$ cat config.mk
export PLATFORM = sky130hd
export DESIGN_NAME = eaglesong_absorb
export DESIGN_NICKNAME = d
export VERILOG_FILES = /design/src/rtl/eaglesong_pkg.sv /design/src/rtl/eaglesong_byte_packer.sv /design/src/rtl/eaglesong_absorb.sv
export SDC_FILE = /design/constraint.sdc
export NUM_CORES = 1
export LEC_CHECK = 0
export BUFFER_PORTS_ARGS = -buffer_cell sky130_fd_sc_hd__buf_2
export CORE_AREA = 2 2 510 512
export CTS_CLUSTER_DIAMETER = 100
export DETAILED_ROUTE_END_ITERATION = 16
export DIE_AREA = 0 0 512 514
export SYNTH_ARGS = -nofsm -noshare
export SYNTH_HDL_FRONTEND = slang
export SYNTH_HIERARCHICAL = 1
export SYNTH_SLANG_ARGS = --single-unit
$ cat constraint.sdc
create_clock -name clk -period 2.61 [get_ports clk]
set_clock_uncertainty 0.1 [all_clocks]
set_input_delay 0.522 -clock clk [delete_from_list [all_inputs] [get_ports clk]]
set_output_delay 0.522 -clock clk [all_outputs]
set_load 0.05 [all_outputs]
$ cat src/rtl/eaglesong_pkg.sv
// Shared types and constants for the Eaglesong absorb front end.
// The ERR state exists only when EAGLESONG_ABSORB_WATCHDOG_EN is defined.
package eaglesong_pkg;

  localparam int         RATE_WORDS    = 8;
  localparam int         STATE_WORDS   = 16;
  localparam logic [7:0] DELIM_DEFAULT = 8'h06;

  typedef logic [STATE_WORDS-1:0][31:0] state_t;
  typedef logic [RATE_WORDS-1:0][31:0]  blk_t;

  typedef enum logic [3:0] {
    IDLE,
    FILL,
    PAD,
    XOR,
    ISSUE,
    WAIT_LO,
    WAIT_HI,
    DONE
`ifdef EAGLESONG_ABSORB_WATCHDOG_EN
    ,
    ERR
`endif
  } fsm_state_e;

  // Digest byte 4j+k is byte k (LSB first) of rate word j; byte 0 lands in the top byte.
  function automatic logic [255:0] digest_of(input blk_t rate);
    logic [255:0] d;
    d = '0;
    for (int j = 0; j < RATE_WORDS; j++) begin
      for (int k = 0; k < 4; k++) begin
        d[255 - 8 * (4 * j + k) -: 8] = rate[j][8 * k +: 8];
      end
    end
    return d;
  endfunction

endpackage

$ cat src/rtl/eaglesong_byte_packer.sv
// eaglesong_byte_packer: shifts message bytes and the pad delimiter into the
// 256-bit rate block; a partial word stays right-aligned.
module eaglesong_byte_packer
  import eaglesong_pkg::*;
#(
  parameter logic [7:0] DELIM = DELIM_DEFAULT
) (
  input  logic       clk,
  input  logic       reset_n,
  input  logic       byte_en,
  input  logic [7:0] byte_in,
  input  logic       delim_en,
  input  logic       clear,
  output blk_t       blk,
  output logic [4:0] pos,
  output logic       full
);

  logic [7:0] wr_data;
  logic [2:0] wr_word;

  assign wr_data = delim_en ? DELIM : byte_in;
  assign wr_word = pos[4:2];

  // NOTE: blk is eight ordinary flop words consumed by the state XOR, not a RAM,
  // so it takes the async reset like every other register here.
  always_ff @(posedge clk or negedge reset_n) begin
    if (!reset_n) begin
      blk  <= '0;
      pos  <= '0;
      full <= 1'b0;
    end else if (clear) begin
      blk  <= '0;
      pos  <= '0;
      full <= 1'b0;
    end else if (byte_en || delim_en) begin
      // NOTE: non-blocking assignments, so pos and blk read here are the pre-edge values.
      blk[wr_word] <= {blk[wr_word][23:0], 8'h00} ^ {24'h000000, wr_data};
      pos          <= pos + 5'd1;
      if (pos == 5'd31) begin
        full <= 1'b1;
      end
    end
  end

endmodule

$ cat src/rtl/eaglesong_absorb.sv
// eaglesong_absorb: byte-stream absorb stage feeding eaglesong_all_permutations.
// Define EAGLESONG_ABSORB_WATCHDOG_EN to bound the permutation wait (ERR state).
module eaglesong_absorb
  import eaglesong_pkg::*;
#(
  parameter logic [7:0] DELIM = DELIM_DEFAULT
`ifdef EAGLESONG_ABSORB_WATCHDOG_EN
  ,
  parameter int TIMEOUT_CYCLES = 64
`endif
) (
  input  logic         clk,
  input  logic         reset_n,
  input  logic         in_valid,
  output logic         in_ready,
  input  logic [7:0]   in_byte,
  input  logic         in_last,
  input  logic         in_empty,
  output state_t       state_input,
  output logic         start_eval,
  input  state_t       state_output,
  input  logic         eval_output_ready,
  output logic [255:0] digest,
  output logic         digest_valid,
  input  logic         digest_ready,
  output logic         busy,
  output logic         timeout_err
);

  fsm_state_e state, next_state;
  state_t     state_reg;
  logic       final_blk;
  logic       pad_pending;

  blk_t       blk;
  logic [4:0] pos;
  logic       blk_full;
  logic       byte_en;
  logic       delim_en;
  logic       blk_clear;

  assign byte_en   = (state == FILL) && in_valid && !(in_last && in_empty);
  assign delim_en  = (state == PAD) && !blk_full;
  assign blk_clear = (state == XOR);

  eaglesong_byte_packer #(
    .DELIM(DELIM)
  ) u_packer (
    .clk     (clk),
    .reset_n (reset_n),
    .byte_en (byte_en),
    .byte_in (in_byte),
    .delim_en(delim_en),
    .clear   (blk_clear),
    .blk     (blk),
    .pos     (pos),
    .full    (blk_full)
  );

  // The permutation reads the sponge state directly; it only changes on capture.
  assign state_input = state_reg;
  assign digest      = digest_of(state_reg[RATE_WORDS-1:0]);

`ifdef EAGLESONG_ABSORB_WATCHDOG_EN
  localparam int WD_W = $clog2(TIMEOUT_CYCLES + 1);

  logic [WD_W-1:0] wd_cnt;
  logic            wd_expired;

  assign wd_expired = (wd_cnt == WD_W'(TIMEOUT_CYCLES - 1));

  always_ff @(posedge clk or negedge reset_n) begin
    if (!reset_n) begin
      wd_cnt <= '0;
    end else if (state == WAIT_LO || state == WAIT_HI) begin
      wd_cnt <= wd_cnt + 1'b1;
    end else begin
      wd_cnt <= '0;
    end
  end
`endif

  always_ff @(posedge clk or negedge reset_n) begin
    if (!reset_n) begin
      state <= IDLE;
    end else begin
      state <= next_state;
    end
  end

  always_comb begin
    // NOTE: next_state defaults to the current state so no branch can infer a latch.
    next_state = state;
    case (state)
      IDLE:    if (in_valid) next_state = FILL;
      FILL: begin
        if (in_valid) begin
          if (in_last) begin
            next_state = PAD;
          end else if (pos == 5'd31) begin
            next_state = XOR;
          end
        end
      end
      PAD:     next_state = XOR;
      XOR:     next_state = ISSUE;
      ISSUE:   next_state = WAIT_LO;
      WAIT_LO: begin
`ifdef EAGLESONG_ABSORB_WATCHDOG_EN
        if (wd_expired) next_state = ERR;
        else
`endif
        if (!eval_output_ready) next_state = WAIT_HI;
      end
      WAIT_HI: begin
        // A result arriving on the expiry edge is still taken.
        if (eval_output_ready) begin
          if (pad_pending)    next_state = PAD;
          else if (final_blk) next_state = DONE;
          else                next_state = FILL;
        end
`ifdef EAGLESONG_ABSORB_WATCHDOG_EN
        else if (wd_expired) next_state = ERR;
`endif
      end
      DONE:    if (digest_ready) next_state = IDLE;
`ifdef EAGLESONG_ABSORB_WATCHDOG_EN
      ERR:     next_state = ERR;
`endif
      default: next_state = IDLE;
    endcase
  end

  always_comb begin
    in_ready     = 1'b0;
    start_eval   = 1'b0;
    digest_valid = 1'b0;
    busy         = (state != IDLE);
`ifdef EAGLESONG_ABSORB_WATCHDOG_EN
    timeout_err  = (state == ERR);
`else
    timeout_err  = 1'b0;
`endif
    case (state)
      FILL:    in_ready     = 1'b1;
      ISSUE:   start_eval   = 1'b1;
      DONE:    digest_valid = 1'b1;
      default: ;
    endcase
  end

  // Sponge state and the end-of-message flags.
  always_ff @(posedge clk or negedge reset_n) begin
    if (!reset_n) begin
      state_reg   <= '0;
      final_blk   <= 1'b0;
      pad_pending <= 1'b0;
    end else begin
      case (state)
        PAD: begin
          // A block that ended exactly full needs one more block holding only the delimiter.
          if (blk_full) pad_pending <= 1'b1;
          else          final_blk   <= 1'b1;
        end
        XOR: state_reg[RATE_WORDS-1:0] <= state_reg[RATE_WORDS-1:0] ^ blk;
        WAIT_HI: begin
          if (eval_output_ready) begin
            state_reg   <= state_output;
            pad_pending <= 1'b0;
          end
        end
        DONE: begin
          if (digest_ready) begin
            state_reg   <= '0;
            final_blk   <= 1'b0;
            pad_pending <= 1'b0;
          end
        end
        default: ;
      endcase
    end
  end

endmodule

# Word level (Yosys, flattened, before mapping)
# Index checks and enable logic that the tools add are counted.
# word_totals
register_bits,780
input_bits,527
out_inout_bits,773
elab_cells,108
# op_classes
n_addsub,1
order_cmp,2
n_eq_ne,16
mux,36
bitwise_logic,2
n_reduce_logical,22
# ops
cell,n
2-to-1 mux 512 bit,2
case mux 256 bit (3 select lines),1
2-to-1 mux 256 bit,2
case mux 256 bit (2 select lines),1
bitwise mux 256 bit,1
XOR 256 bit,1
binary-select mux 32 bit (select 3 bit),1
demux 32 bit (select 3 bit),1
2-to-1 mux 32 bit,1
case mux 4 bit (8 select lines),1
XOR 32 x 8 -> 32 bit,1
2-to-1 mux 4 bit,7
2-to-1 mux 24 bit,1
equality test 4 x 3 -> 1 bit (second input constant),4
inequality test 2 bit (second input constant),6
2-to-1 mux 1 bit,10
2-to-1 mux 5 bit,2
AND reduction 3 bit,3
equality test 4 x 2 -> 1 bit (second input constant),2
2-to-1 mux 8 bit,1
nonzero test 2 bit,4
2-to-1 mux 3 bit,2
AND reduction 6 bit,1
nonzero test 3 bit,2
other kinds (16),21

# Logic depth before layout (Yosys ltp)
# depth
depth_word,7
mapped_depth,9

# Cells and area by module
# Netlist, hierarchy kept.
# modules_own_cells
module,instances,cells_each,area_each_um2,seq_area_each_um2
eaglesong_absorb,1,3104,26280.2,12937.4
eaglesong_byte_packer,1,737,10667.7,6556.3

# Worst setup path before layout
# No wires, ideal clock.
# synth_path
kind,register -> register
start,reg state[0]
end,reg u_packer.pos[3]
setup_time_ns,0.125
arrival_ns,3.010
t_required_ns,2.385
setup_slack_ns,-0.625
path_stages_with_launch,9
path_buffers,3
synth_period_minus_slack_ns,3.235
path_cell_list,dfrtp_1 -> buf_2 -> nor3b_1 -> and3_1 -> or2_4 -> buf_6 -> buf_6 -> nand4_1 -> mux2_2
# synth_via
elab_chain_len,5
word_cells_on_any_way,9
classes_between,3 x eq/ne; 1 x mux; 5 x reduce/logical
# synth_rtl
item,line,rtl
from (decl),eaglesong_absorb.sv:30,"fsm_state_e state, next_state;"
from (signal assigned),eaglesong_absorb.sv:87,state <= next_state;
equality test 4 x 1 -> 1 bit,eaglesong_absorb.sv:42,assign byte_en = (state == FILL) && in_valid && !(in_last && in_empty);
logical AND 1 bit (2 in series),eaglesong_absorb.sv:42,
named net byte_en,eaglesong_absorb.sv:38,logic byte_en;
logical OR 1 bit,eaglesong_byte_packer.sv:36,end else if (byte_en || delim_en) begin
nonzero test 2 bit (no source line),n/a,
to (signal assigned),eaglesong_byte_packer.sv:39,pos <= pos + 5'd1;
to (decl),eaglesong_byte_packer.sv:15,"output logic [4:0] pos,"
# The timed path passes the listed nets, and every way through them passes these cells.
# A chain may end at the register's enable or synchronous reset.

# Worst setup path in the final report
# layout_path
start,reg state[1]
end,out in_ready
# layout_via
elab_chain_len,2
# layout_rtl
item,line,rtl
equality test 4 x 1 -> 1 bit,eaglesong_absorb.sv:144,case (state)
2-to-1 mux 1 bit,eaglesong_absorb.sv:144,
to (decl),eaglesong_absorb.sv:15,"output logic in_ready,"
# Every way passes these cells.

==> metrics.md <==
| Metric | Value |
|---|---|
| Status | finished, final reports clean |
| WP buf/inv | 2 |
| Fin Hold WS | 0.05709 ns |
| Die area | 0.2632 sq mm |
| Die height | 514 um |
| Chip width | 512 um |
| CP peak stage delay | 0.45 ns |
| Ranking of synthesized cells by area | dfrtp_1 53%, a21oi_1 7.0%, buf_4 6.0% |
| Critical path fanouts, max | 4 |
| Drt initial violations | 3049 |
| Root Buffer | clkbuf_16 |
| Yosys top cell by area | dfrtp_1 |
| Worst hold path class | input pin to register |
| Number of fill cells | 28150 |
| Post-synthesis xor/xnor area fraction | 0.0004741 |
| CTS tree | yes |
| DRC Markers | 0 |
| Placement-stage cell area | 0.04625 sq mm |
| Pleak | 25.06 nW |
| Htree depth | 3 |
| Delay-heaviest family, CP | buffers and inverters |
| Main combinational cell family by area after synthesis | compound AO/OA/AOI/OAI gates |
| Max_cap viols | 0 |
| Total CTS buffers | 102 |
| CTS max path bufs | 3 |
| Power, Total | 79.08 mW |
| Mux cell area share after synthesis | 0.02757 |
| Compound-Gate Fraction of Synth Area | 0.2572 |
| Fin. Hold Viols | 0 |
| Crit path arrival time | 1.88 ns |
| GR Overflow Total | 0 |
| Global-route wire length before repair | 307700 um |
| Worst Setup End Kind | output port |
| Row count | 187 |
| Startpoint Class | register |
| Routed vias/inst | 4.130 |
| Final nets | 5901 |
| Placer Congestion | 0.9583 |
| Vias in the first global route | 34480 |
| Core Util, Final | 0.2140 |
| Crit path kind | register to output port |
| Hpwl dp | 189700 um |
| Crit path cell chain | buf_12, nor3b_4, buf_2 |
| Total GRT Usage | 0.1687 |
| Ys Warns | 6 |
| Setup TNS Final | 0 ns |
| Max Clock Freq | 0.3990 GHz |
| Slowest CP cell | dfrtp_2 |
| Synth Flop Type | dfrtp_1 |
| Syn_area_per_cell | 9.619 sq um |
| Slew Limit Headroom | 0.5551 |
| Port buffer count | 1298 |
| Post-synthesis cell count | 3841 |
| Setup Viol. Count Final | 0 |
| Synth Area in Adders | 0.0006773 |
| Vias | 36980 |
| Count leader, synth | dfrtp_1 |
| Power density of the placed cells | 1432 mW/mm^2 |
| Max-slew violations | 0 |
| Clock-pin transition on the worst setup and hold timing paths | 0.06 ns |
| CTS Sinks | 779 |
| Post-DRT Antenna Nets | 0 |
| Post-Syn Area | 0.03695 sq mm |
| 1st-pass router iterations | 6 |
| Fin area | 0.05523 sq mm |
| Sequential fraction of the synthesis area | 0.5276 |
| Unrepaired setup endpoints after global routing | no |
| Synth unique cells | 52 |
| Largest net degree at the start of global routing | 102 |
| Area share of the largest cell type after synthesis | 0.5276 |
| Slew of the pin with the lowest slew margin | 0.6488 ns |
| Post-synthesis async set-or-reset flop share | 1.000 |
| Antenna violations before repair | 203 |
| Worst skew pair latency | 0.76 ns |
| Initial Util | 0.1432 |
| Num ports | 1300 |
| Core Region | 0.2581 sq mm |
| Routed wire per std cell | 25.96 um |
| Worst EP required | 1.99 ns |
| Syn Nets | 4370 |
| Proportion of layout cells with a drive suffix above 1 | 0.3071 |
| Max VDD drop | 1.361 mV |
| Post-synth EDFFs | 0 |
| Overall routed net length | 232500 um |
| Commonest cells in the synthesized netlist | 779 x dfrtp_1, 518 x nand2_1, 514 x a21oi_1 |
| FF+latch count, synth | 779 |
| Synthesis-to-layout area growth | 49.49% |
| Crit path time final | 2.506 ns |
| Final period util | 0.9602 |
| Simple-Gate Fraction of Synth Area | 0.06607 |
## repair_timing
item,in CTS,in global routing
endpoints found under the hold margin,614,0
gates resized for setup,8,1
setup endpoints to repair,3,1
hold buffers,514,0
buffers inserted,4,0
## logic make-up after synthesis
logic type,Yosys count
compound gates,1562
xor+xnor,2
fa+ha+maj,2
buf+inv,815
flops,779
mux,101
other cells,1
simple gates,579
## final cells by class
class,count,area (sq um),share of cell area
sequential,779,19500,0.3531
tap,3402,4257,0.07707
timing repair buffer,1982,13610,0.2464
multi-input combinational,2247,13120,0.2375
clock buffer,137,2854,0.05167
antenna,100,250.2,0.004531
clock inverter,49,673.1,0.01219
inverter,260,975.9,0.01767
## placed cells by master, fill, tap and decap left out, drive strengths merged, types with 6 or more instances in the layout
cell type,instances
dlygate4sd3,514
dfrtp,779
bufinv,9
clkinv,22
nor2,13
a211oi,256
a21oi,522
inv,272
and2,8
clkinvlp,6
a22o,49
mux2i,98
buf,1468
clkbuf,137
nand3,6
and3,6
nand2,520
diode,100
o2bb2ai,208
o21ai,518
nand2b,6
## tightest hold or removal path, stage by stage
cell,delay [ns]
buf_2,0.09
a211oi_1,0.06
a21oi_1,0.14
## path summary, 6_finish.rpt
path	startpoint	to	slack, ns	cells after the start
worst min-delay path	state_output[6]	digest[254]	0.06	3
worst max-delay path	state[1]	in_ready	0.10	3
worst min register to register	state_input[448]	state_input[448]	0.37	2
max in group asynchronous	reset_n	state_input[511]	1.32	4
worst max register to register	state[1]	u_packer/blk[140]	0.15	7
min in group asynchronous	reset_n	digest[175]	0.17	2
## routing by layer
layer	GRT usage	wire [um]	vias to the layer above
li1	-	-	16400
met4	0.05292	7621	128
met1	0.2148	96870	18200
met5	0	845	-
met2	0.2615	103800	1825
met3	0.06416	23380	434
## power breakdown
group | leakage [nW] | internal [mW] | switching, mW | total, mW
combinational | 13.6 | 9.19 | 33.4 | 42.6
clock | 1.71 | 8.66 | 6.32 | 15.0
sequential | 9.76 | 16.1 | 5.42 | 21.5
total | 25.1 | 33.9 | 45.1 | 79.1
## stage by stage
step,instances,worst slack (ns)
5_1_grt,8891,0.006141
4_1_cts,8856,0.004918
3_5_place_dp,8152,0.1714
6_report,8956,0.1038
2_1_floorplan,3841,0.1709
3_3_place_gp,8152,0.1957
(Power assumes the default switching activity.)
